===== config.mk =====
export PLATFORM = sky130hd
export DESIGN_NAME = pmem_arbiter_flat
export DESIGN_NICKNAME = d
export VERILOG_FILES = /design/src/rtl/pmem_arbiter_pkg.sv /design/src/rtl/pmem_arbiter_if.sv /design/src/rtl/pmem_arbiter_rr.sv /design/src/rtl/pmem_arbiter.sv /design/src/flat_wrapper.sv
export SDC_FILE = /design/constraint.sdc
export NUM_CORES = 1
export LEC_CHECK = 0
export ABC_AREA = 1
export BUFFER_PORTS_ARGS = -buffer_cell sky130_fd_sc_hd__buf_2
export CORE_AREA = 2 2 275 277
export CTS_BUF_LIST = sky130_fd_sc_hd__clkbuf_2
export CTS_CLUSTER_DIAMETER = 30
export DETAILED_ROUTE_END_ITERATION = 8
export DIE_AREA = 0 0 277 279
export PLACE_DENSITY = 0.36
export RECOVER_POWER = 25
export SLEW_MARGIN = 20
export SYNTH_ARGS = -nofsm -noshare
export SYNTH_HDL_FRONTEND = slang
export SYNTH_SLANG_ARGS = --single-unit

===== constraint.sdc =====
create_clock -name clk -period 1.2 [get_ports clk]
set_input_delay 0.06 -clock clk [delete_from_list [all_inputs] [get_ports clk]]
set_output_delay 0.06 -clock clk [all_outputs]
set_load 0.05 [all_outputs]

===== src/rtl/pmem_arbiter_pkg.sv =====
// Shared types and constants for the physical-memory arbiter.
// Provides the line/word types, the FSM state encoding and the grant type.
package pmem_arbiter_pkg;

    localparam int unsigned ARB_ADDR_WIDTH = 16;
    localparam int unsigned ARB_LINE_WIDTH = 128;
    localparam int unsigned ARB_STATE_W    = 2;

    typedef logic [ARB_ADDR_WIDTH-1:0] lc3b_word;
    typedef lc3b_word                  lc3b_addr;
    typedef logic [ARB_LINE_WIDTH-1:0] lc3b_line;

    // FSM encoding: IDLE, SERVE_I, SERVE_D
    localparam logic [ARB_STATE_W-1:0] ARB_IDLE    = 2'd0;
    localparam logic [ARB_STATE_W-1:0] ARB_SERVE_I = 2'd1;
    localparam logic [ARB_STATE_W-1:0] ARB_SERVE_D = 2'd2;

    typedef enum logic {
        GRANT_I = 1'b0,
        GRANT_D = 1'b1
    } lc3b_arb_grant;

endpackage


===== src/rtl/pmem_arbiter_if.sv =====
// Bundle of all cache-side and memory-side signals of the arbiter.
// slave  : arbiter view (requests and memory response in, strobes/data out)
// master : environment view (caches and memory)
interface pmem_arbiter_if
    import pmem_arbiter_pkg::*;
#(
    parameter int unsigned ADDR_WIDTH = ARB_ADDR_WIDTH,
    parameter int unsigned LINE_WIDTH = ARB_LINE_WIDTH
);
    logic                  i_pmem_read;
    logic [ADDR_WIDTH-1:0] i_pmem_address;
    logic [LINE_WIDTH-1:0] i_pmem_rdata;
    logic                  i_pmem_resp;

    logic                  d_pmem_read;
    logic                  d_pmem_write;
    logic [ADDR_WIDTH-1:0] d_pmem_address;
    logic [LINE_WIDTH-1:0] d_pmem_wdata;
    logic [LINE_WIDTH-1:0] d_pmem_rdata;
    logic                  d_pmem_resp;

    logic                  pmem_read;
    logic                  pmem_write;
    logic [ADDR_WIDTH-1:0] pmem_address;
    logic [LINE_WIDTH-1:0] pmem_wdata;
    logic [LINE_WIDTH-1:0] pmem_rdata;
    logic                  pmem_resp;

    modport slave (
        input  i_pmem_read, i_pmem_address,
        output i_pmem_rdata, i_pmem_resp,
        input  d_pmem_read, d_pmem_write, d_pmem_address, d_pmem_wdata,
        output d_pmem_rdata, d_pmem_resp,
        output pmem_read, pmem_write, pmem_address, pmem_wdata,
        input  pmem_rdata, pmem_resp
    );

    modport master (
        output i_pmem_read, i_pmem_address,
        input  i_pmem_rdata, i_pmem_resp,
        output d_pmem_read, d_pmem_write, d_pmem_address, d_pmem_wdata,
        input  d_pmem_rdata, d_pmem_resp,
        input  pmem_read, pmem_write, pmem_address, pmem_wdata,
        output pmem_rdata, pmem_resp
    );

endinterface


===== src/rtl/pmem_arbiter_rr.sv =====
// Two-input round-robin grant (combinational).
// req[0] = I-cache, req[1] = D-cache; last_grant breaks ties.
// grant_valid_c : any request present
// grant_c       : winning side
module pmem_arbiter_rr
    import pmem_arbiter_pkg::*;
(
    input  logic [1:0]    req,
    input  lc3b_arb_grant last_grant,
    output logic          grant_valid_c,
    output lc3b_arb_grant grant_c
);

    always_comb begin
        grant_valid_c = |req;
        grant_c       = GRANT_I;
        case (req)
            2'b01:   grant_c = GRANT_I;
            2'b10:   grant_c = GRANT_D;
            // tie: favour the side that did not win last time
            2'b11:   grant_c = (last_grant == GRANT_I) ? GRANT_D : GRANT_I;
            default: grant_c = GRANT_I;
        endcase
    end

endmodule


===== src/rtl/pmem_arbiter.sv =====
// Shares one physical-memory line port between the I-cache and D-cache.
// clk, reset : clock and synchronous active-high reset
// bus        : cache request/response and memory strobe/data signals
// The granted request is latched in IDLE and held until pmem_resp, then the
// FSM returns to IDLE and re-arbitrates round-robin.
module pmem_arbiter
    import pmem_arbiter_pkg::*;
#(
    parameter int unsigned ADDR_WIDTH = ARB_ADDR_WIDTH,
    parameter int unsigned LINE_WIDTH = ARB_LINE_WIDTH
)(
    input  logic          clk,
    input  logic          reset,
    pmem_arbiter_if.slave bus
);

    logic [ARB_STATE_W-1:0] state_q,      state_d;
    lc3b_arb_grant          last_grant_q, last_grant_d;
    logic [ADDR_WIDTH-1:0]  addr_q,       addr_d;
    logic [LINE_WIDTH-1:0]  wdata_q,      wdata_d;
    logic                   op_write_q,   op_write_d;

    logic [1:0]    req_c;
    logic          grant_valid_c;
    lc3b_arb_grant grant_c;

    assign req_c = {bus.d_pmem_read | bus.d_pmem_write, bus.i_pmem_read};

    pmem_arbiter_rr u_rr (
        .req           (req_c),
        .last_grant    (last_grant_q),
        .grant_valid_c (grant_valid_c),
        .grant_c       (grant_c)
    );

    // State and latch registers
    always_ff @(posedge clk) begin
        if (reset) begin
            state_q      <= ARB_IDLE;
            last_grant_q <= GRANT_I;
            addr_q       <= '0;
            wdata_q      <= '0;
            op_write_q   <= 1'b0;
        end else begin
            state_q      <= state_d;
            last_grant_q <= last_grant_d;
            addr_q       <= addr_d;
            wdata_q      <= wdata_d;
            op_write_q   <= op_write_d;
        end
    end

    // Next-state and latch-load logic
    always_comb begin
        state_d      = state_q;
        last_grant_d = last_grant_q;
        addr_d       = addr_q;
        wdata_d      = wdata_q;
        op_write_d   = op_write_q;
        case (state_q)
            ARB_IDLE: begin
                if (grant_valid_c) begin
                    last_grant_d = grant_c;
                    if (grant_c == GRANT_D) begin
                        state_d    = ARB_SERVE_D;
                        addr_d     = bus.d_pmem_address;
                        wdata_d    = bus.d_pmem_wdata;
                        // write wins if both read and write are raised
                        op_write_d = bus.d_pmem_write;
                    end else begin
                        state_d    = ARB_SERVE_I;
                        addr_d     = bus.i_pmem_address;
                        wdata_d    = '0;
                        op_write_d = 1'b0;
                    end
                end
            end
            ARB_SERVE_I, ARB_SERVE_D: begin
                if (bus.pmem_resp) begin
                    state_d = ARB_IDLE;
                end
            end
            default: state_d = ARB_IDLE;
        endcase
    end

    // Strobes decode only from flops, so they are glitch-free for memory
    assign bus.pmem_read    = (state_q == ARB_SERVE_I) ||
                              ((state_q == ARB_SERVE_D) && !op_write_q);
    assign bus.pmem_write   = (state_q == ARB_SERVE_D) && op_write_q;
    assign bus.pmem_address = addr_q;
    assign bus.pmem_wdata   = wdata_q;

    // Response routed to the side being served; data passes through
    assign bus.i_pmem_resp  = bus.pmem_resp && (state_q == ARB_SERVE_I);
    assign bus.d_pmem_resp  = bus.pmem_resp && (state_q == ARB_SERVE_D);
    assign bus.i_pmem_rdata = bus.pmem_rdata;
    assign bus.d_pmem_rdata = bus.pmem_rdata;

    // Simultaneous D read and write is illegal
    a_d_rw_exclusive: assert property (@(posedge clk) disable iff (reset)
        !(bus.d_pmem_read && bus.d_pmem_write));

endmodule


===== src/flat_wrapper.sv =====
// flat-port wrapper written by rule: the top's interface ports become plain ports
module pmem_arbiter_flat import pmem_arbiter_pkg::*;
#(
    parameter int unsigned ADDR_WIDTH = ARB_ADDR_WIDTH,
    parameter int unsigned LINE_WIDTH = ARB_LINE_WIDTH
)
  (clk, reset, bus_i_pmem_read, bus_i_pmem_address, bus_i_pmem_rdata, bus_i_pmem_resp, bus_d_pmem_read, bus_d_pmem_write, bus_d_pmem_address, bus_d_pmem_wdata, bus_d_pmem_rdata, bus_d_pmem_resp, bus_pmem_read, bus_pmem_write, bus_pmem_address, bus_pmem_wdata, bus_pmem_rdata, bus_pmem_resp);
  pmem_arbiter_if #(.ADDR_WIDTH(ADDR_WIDTH), .LINE_WIDTH(LINE_WIDTH)) bus_i ();
  input  logic clk;
  input  logic reset;
  input wire logic [$bits(bus_i.i_pmem_read)-1:0] bus_i_pmem_read;
  input wire logic [$bits(bus_i.i_pmem_address)-1:0] bus_i_pmem_address;
  output wire logic [$bits(bus_i.i_pmem_rdata)-1:0] bus_i_pmem_rdata;
  output wire logic [$bits(bus_i.i_pmem_resp)-1:0] bus_i_pmem_resp;
  input wire logic [$bits(bus_i.d_pmem_read)-1:0] bus_d_pmem_read;
  input wire logic [$bits(bus_i.d_pmem_write)-1:0] bus_d_pmem_write;
  input wire logic [$bits(bus_i.d_pmem_address)-1:0] bus_d_pmem_address;
  input wire logic [$bits(bus_i.d_pmem_wdata)-1:0] bus_d_pmem_wdata;
  output wire logic [$bits(bus_i.d_pmem_rdata)-1:0] bus_d_pmem_rdata;
  output wire logic [$bits(bus_i.d_pmem_resp)-1:0] bus_d_pmem_resp;
  output wire logic [$bits(bus_i.pmem_read)-1:0] bus_pmem_read;
  output wire logic [$bits(bus_i.pmem_write)-1:0] bus_pmem_write;
  output wire logic [$bits(bus_i.pmem_address)-1:0] bus_pmem_address;
  output wire logic [$bits(bus_i.pmem_wdata)-1:0] bus_pmem_wdata;
  input wire logic [$bits(bus_i.pmem_rdata)-1:0] bus_pmem_rdata;
  input wire logic [$bits(bus_i.pmem_resp)-1:0] bus_pmem_resp;
  assign bus_i.i_pmem_read = bus_i_pmem_read;
  assign bus_i.i_pmem_address = bus_i_pmem_address;
  assign bus_i_pmem_rdata = bus_i.i_pmem_rdata;
  assign bus_i_pmem_resp = bus_i.i_pmem_resp;
  assign bus_i.d_pmem_read = bus_d_pmem_read;
  assign bus_i.d_pmem_write = bus_d_pmem_write;
  assign bus_i.d_pmem_address = bus_d_pmem_address;
  assign bus_i.d_pmem_wdata = bus_d_pmem_wdata;
  assign bus_d_pmem_rdata = bus_i.d_pmem_rdata;
  assign bus_d_pmem_resp = bus_i.d_pmem_resp;
  assign bus_pmem_read = bus_i.pmem_read;
  assign bus_pmem_write = bus_i.pmem_write;
  assign bus_pmem_address = bus_i.pmem_address;
  assign bus_pmem_wdata = bus_i.pmem_wdata;
  assign bus_i.pmem_rdata = bus_pmem_rdata;
  assign bus_i.pmem_resp = bus_pmem_resp;
  pmem_arbiter #(.ADDR_WIDTH(ADDR_WIDTH), .LINE_WIDTH(LINE_WIDTH)) u_core (.clk(clk), .reset(reset), .bus(bus_i));
endmodule

# --- Word level (Yosys, flattened, before mapping) ---
# Cells that the tools add are included.
word_totals:
  register_bits: 148
  input_bits: 294
  output_inout_bits: 404
  word_cells: 32
classes:
  eq_ne: 6
  mux: 9
  n_bitwise: 1
  reduce_logical: 11
op_table:
  columns: ["operator", "n"]
  rows:
  - ["$mux W128", 1]
  - ["$mux W16", 1]
  - ["$eq A2 B2 Y1 const B", 3]
  - ["$mux W2", 3]
  - ["$logic_and A1 B1 Y1", 4]
  - ["$pmux W2 S2", 1]
  - ["$reduce_and A2 Y1", 2]
  - ["$reduce_or A2 Y1", 2]
  - ["$eq A2 B1 Y1 const B", 1]
  - ["$logic_not A2 Y1", 1]
  - ["$mux W1", 2]
  - ["$ne A2 B1 Y1 const B", 1]
  - ["$ne A2 B2 Y1 const B", 1]
  - ["$pmux W1 S2", 1]
  - ["$logic_not A1 Y1", 1]
  - ["$logic_or A1 B1 Y1", 1]
  - ["$or A1 B1 Y1", 1]

# --- Logic depth before layout (Yosys ltp) ---
depth:
  word_depth: 6
  mapped_depth: 8
  depth_no_buf: 7

# --- Modules after synthesis ---
# Synthesis repeated with hierarchy kept, for this count alone.
hier_totals:
  hier_cells: 986
  area_unflattened_um2: 7458.4
by_module_without_submodules:
  columns: ["mod", "instances", "cells_per_inst", "area_each_um2", "seq_area_each_um2"]
  rows:
  - ["pmem_arbiter", 1, 983, 7443.4, 2962.8]
  - ["pmem_arbiter_rr", 1, 3, 15.0, 0.0]

# --- Least setup slack after synthesis ---
# OpenSTA, ideal clock, no wires.
synth_timing:
  path_kind: "flip-flop to output port"
  start: "register u_core.state_q[0]"
  end: "output port bus_pmem_read"
  arrival_ps: 1319
  t_required_ps: 1140
  slack_ps: -179
  path_stages_with_launch: 5
  path_buffers: 0
  cell_sequence: "dfxtp_1 -> inv_1 -> ha_1 -> inv_1 -> o21bai_1"
synth_between:
  elab_chain_len: 3
  word_cells_on_any_way: 4
  classes_between: "eq/ne (2); reduce/logical (2)"
synth_rtl:
  columns: ["element", "line_no", "source"]
  rows:
  - ["from (decl)", "pmem_arbiter.sv:17", "logic [ARB_STATE_W-1:0] state_q, state_d;"]
  - ["from (signal assigned)", "pmem_arbiter.sv:45", "state_q <= state_d;"]
  - ["$eq A2 B2 Y1", "pmem_arbiter.sv:89", "((state_q == ARB_SERVE_D) && !op_write_q);"]
  - ["$logic_and A1 B1 Y1", "pmem_arbiter.sv:89", null]
  - ["$logic_or A1 B1 Y1 (*)", "pmem_arbiter.sv:88", "assign bus.pmem_read = (state_q == ARB_SERVE_I) ||"]
  - ["to (decl)", "flat_wrapper.sv:21", "output wire logic [$bits(bus_i.pmem_read)-1:0] bus_pmem_read;"]
# Every way passes the cells marked *; elsewhere a longest branch is shown, timed or not.

# --- Worst setup path after layout ---
layout_timing:
  start: "register u_core.state_q[1]"
  end: "output port bus_pmem_read"
# Same word-level chain as after synthesis.

==> results.py <==
metrics = {
    "sta": {
        "finalSetupViolations": 296,
        "fmax_mhz": 490,
        "maxSlewViolCount": 0,
        "relSlewSlack_pct": 26.0,
        "hold-worst-slack_ps": 120,
        "tns_ps": -136890,
        "max_slew.worst_pin.slew_ps": 1110,
        "fin_ws_ps": -840,
        "rsz0062_at_grt": "yes",
        "hold_violations": 0,
        "skew_ps": 43.2,
        "min_period_ps": 2040,
        "min_period_over_period_pct": 170,
    },
    "clock_tree": {
        "cts_buffers": 17,
        "clkLatencyLatePin_ps": 1000,
        "cts_sinks": 148,
        "cts.path.max_buffers": 2,
        "cts_max_level": 4,
        "cts_tree": "built",
        "clk_pin_slew_worst_paths_ps": 240,
        "clockRootBuffer": "clkbuf_2",
    },
    "yosys": {
        "synthCells": 992,
        "synth_cell_type_count": 14,
        "ys_seq_area_share_pct": 39.8,
        "netlist_area_um2": 7440,
        "yosysWarnings": 0,
        "ys_ff_latch": 148,
        "syn-num-nets": 1289,
        "syn_area_per_cell_um2": 7.50,
    },
    "cells_and_area": {
        "layout_common_cells": "dlygate4sd3_1, buf_2, nand2_1",
        "area_delta_synth_final_pct": 124,
        "n_fill_cell": 7857,
        "nets": 1763,
        "drive_gt1_share_pct": 61.8,
        "layout_commonest_cell": "dlygate4sd3_1",
    },
    "power_and_ir_drop": {
        "powerDensity_nw_per_um2": 1300,
        "power_leakage_nw": 7.09,
        "ir_worst_vdd_v": 0.000585,
    },
    "outcome": {
        "status": "complete, but fails checks",
        "violations": "negative setup slack",
    },
    "place": {
        "dp_hpwl_um": 22900,
        "port_buffers": 313,
        "routabilityCongestion": 0.725,
        "place_ws_ps": -326,
    },
    "min_path": {
        "hold_end": "bus_i_pmem_rdata[43]",
        "holdCritPathClass": "primary input to output port",
        "hold_depth": 0,
        "min_from": "bus_pmem_rdata[43]",
    },
    "route": {
        "drt_iter0_drc": 149,
        "ant_nets": 0,
        "firstDrtPassIters": 4,
        "postRouteWirelength_um": 41400,
        "vias": 8282,
        "viasPerCell": 3.38,
        "wl_per_cell_um": 16.9,
        "drc": 0,
    },
    "critical_path": {
        "crit_arrival_ps": 1980,
        "r2r_cells": 13,
        "r2r_end": "u_core.bus.pmem_wdata[105]$_SDFFE_PP0P_",
        "end_kind": "output port",
        "reg2reg_slack_ps": -640,
        "crit_type": "flip-flop to output port",
        "r2r_start": "u_core.state_q[0]$_SDFFE_PP0P_",
        "cp-start-kind": "flip-flop",
        "worstPathRequired_ps": 1140,
        "worstPathMaxFanout": 2,
    },
    "global_route": {
        "grt_pass1_vias": 8589,
        "grt_pass1_wl_um": 54100,
        "grt-ovfl-total": 0,
        "antenna_found_initial": 2,
        "grt_max_degree": 60,
        "grt_usage_pct": 9.69,
    },
    "floorplan": {
        "pin_count": 698,
        "num_rows": 100,
        "die_area_um2": 77300,
        "start_util_pct": 10.0,
        "coreArea_um2": 74100,
        "die_w_um": 277,
        "die_h_um": 279,
    },
    "run": {
        "cap_violations": 0,
    },
}
[area by class of cell]
| class | instances | area (um2) | area share, % |
|---|---|---|---|
| multi-input cells | 494 | 3750 | 22.4 |
| inverters | 44 | 168 | 1.00 |
| flip-flops and latches | 148 | 3200 | 19.2 |
| diodes | 6 | 15.0 | 0.0899 |
| well taps | 969 | 1210 | 7.26 |
| repair buffers | 761 | 8130 | 48.7 |
| clock buffers | 17 | 85.1 | 0.510 |
| clock inverters | 14 | 138 | 0.824 |
[synthesized netlist by cell type]
cell | count | area share, %
nand3_1 | 29 | 2.0
nand2_1 | 303 | 15
dfxtp_1 | 148 | 40
buf_6 | 4 | 0.61
buf_2 | 16 | 1.1
o21bai_1 | 1 | 0.10
buf_4 | 267 | 27
o21ai_2 | 1 | 0.12
ha_1 | 3 | 0.50
nor2_4 | 1 | 0.15
a21oi_1 | 144 | 9.7
nor2_1 | 12 | 0.61
clkbuf_1 | 19 | 0.96
inv_1 | 44 | 2.2
[layer usage]
| metal | wire (um) | part of all wire (%) | vias to the layer above | track usage (%) |
|---|---|---|---|---|
| li1 | - | - | 3795 | - |
| met1 | 15000 | 36 | 3873 | 9.36 |
| met2 | 19900 | 48 | 457 | 15.7 |
| met3 | 3810 | 9.2 | 157 | 4.79 |
| met4 | 2760 | 6.7 | 0 | 7.82 |
| met5 | 0 | 0 | - | 0.0625 |
[sequential cells by signal, summed over array words and instances, names as in the netlist]
signal / count
u_core.bus.pmem_address: 16
u_core.bus.pmem_wdata: 128
u_core.last_grant_q: 1
u_core.state_q: 2
u_core.op_write_q: 1
[power by group]
| part | switching (W) | internal (W) |
|---|---|---|
| registers | 0.000628 | 0.00567 |
| clock network | 0.00227 | 0.000937 |
| logic | 0.00634 | 0.00586 |
| total | 0.00924 | 0.0125 |
[worst max-delay path by stage]
stage                                      from                                       to  cells after the start
3_3_place_gp     u_core.state_q[1]$_SDFFE_PP0P_  u_core.bus.pmem_address[8]$_SDFFE_PP0P_                      9
4_1_cts          u_core.state_q[1]$_SDFFE_PP0P_                            bus_pmem_read                      5
6_report         u_core.state_q[1]$_SDFFE_PP0P_                            bus_pmem_read                      5
2_1_floorplan    u_core.state_q[1]$_SDFFE_PP0P_   u_core.bus.pmem_wdata[54]$_SDFFE_PP0P_                      8
5_1_grt          u_core.state_q[1]$_SDFFE_PP0P_                            bus_pmem_read                      5
3_5_place_dp   u_core.last_grant_q$_SDFFE_PP0P_  u_core.bus.pmem_address[8]$_SDFFE_PP0P_                      8
[per-stage QoR]
stage	area, um2	total power (W)	std cells	utilization [%]
floorplan	7480	0.0121	992	-
global placement	8580	0.0119	2016	11.6
detailed placement	8580	0.0119	2016	11.6
CTS	14800	0.0199	2422	20.0
global route	16700	0.0229	2452	22.5
finish	16700	0.0217	2453	22.5
[what timing repair did]
action / CTS / global route
pin swaps: 12 / 56
setup endpoints to repair: 296 / 296
gates resized for setup: 685 / 435
buffers inserted: 37 / 22
endpoints found under the hold margin: 148 / 0
cloned: 16 / 10
hold buffers: 328 / 0
[kinds of logic (layout without fill, tap and decap cells)]
group | count (synthesis) | after routing | synth area share, %
other | 0 | 6 | 0
AOI/OAI and AO/OA | 146 | 146 | 9.90
buffers and inverters | 350 | 836 | 31.8
and+or+nand+nor | 345 | 345 | 18.0
adders and majority gates | 3 | 3 | 0.504
DFF | 148 | 148 | 39.8
[critical path, stage by stage, from the launching register on]
cell	delay (ps)
dfxtp_2	390
inv_2	40
buf_6	110
ha_4	150
o21bai_4	170
buf_8	150
Power figures use the tool's default switching activity.
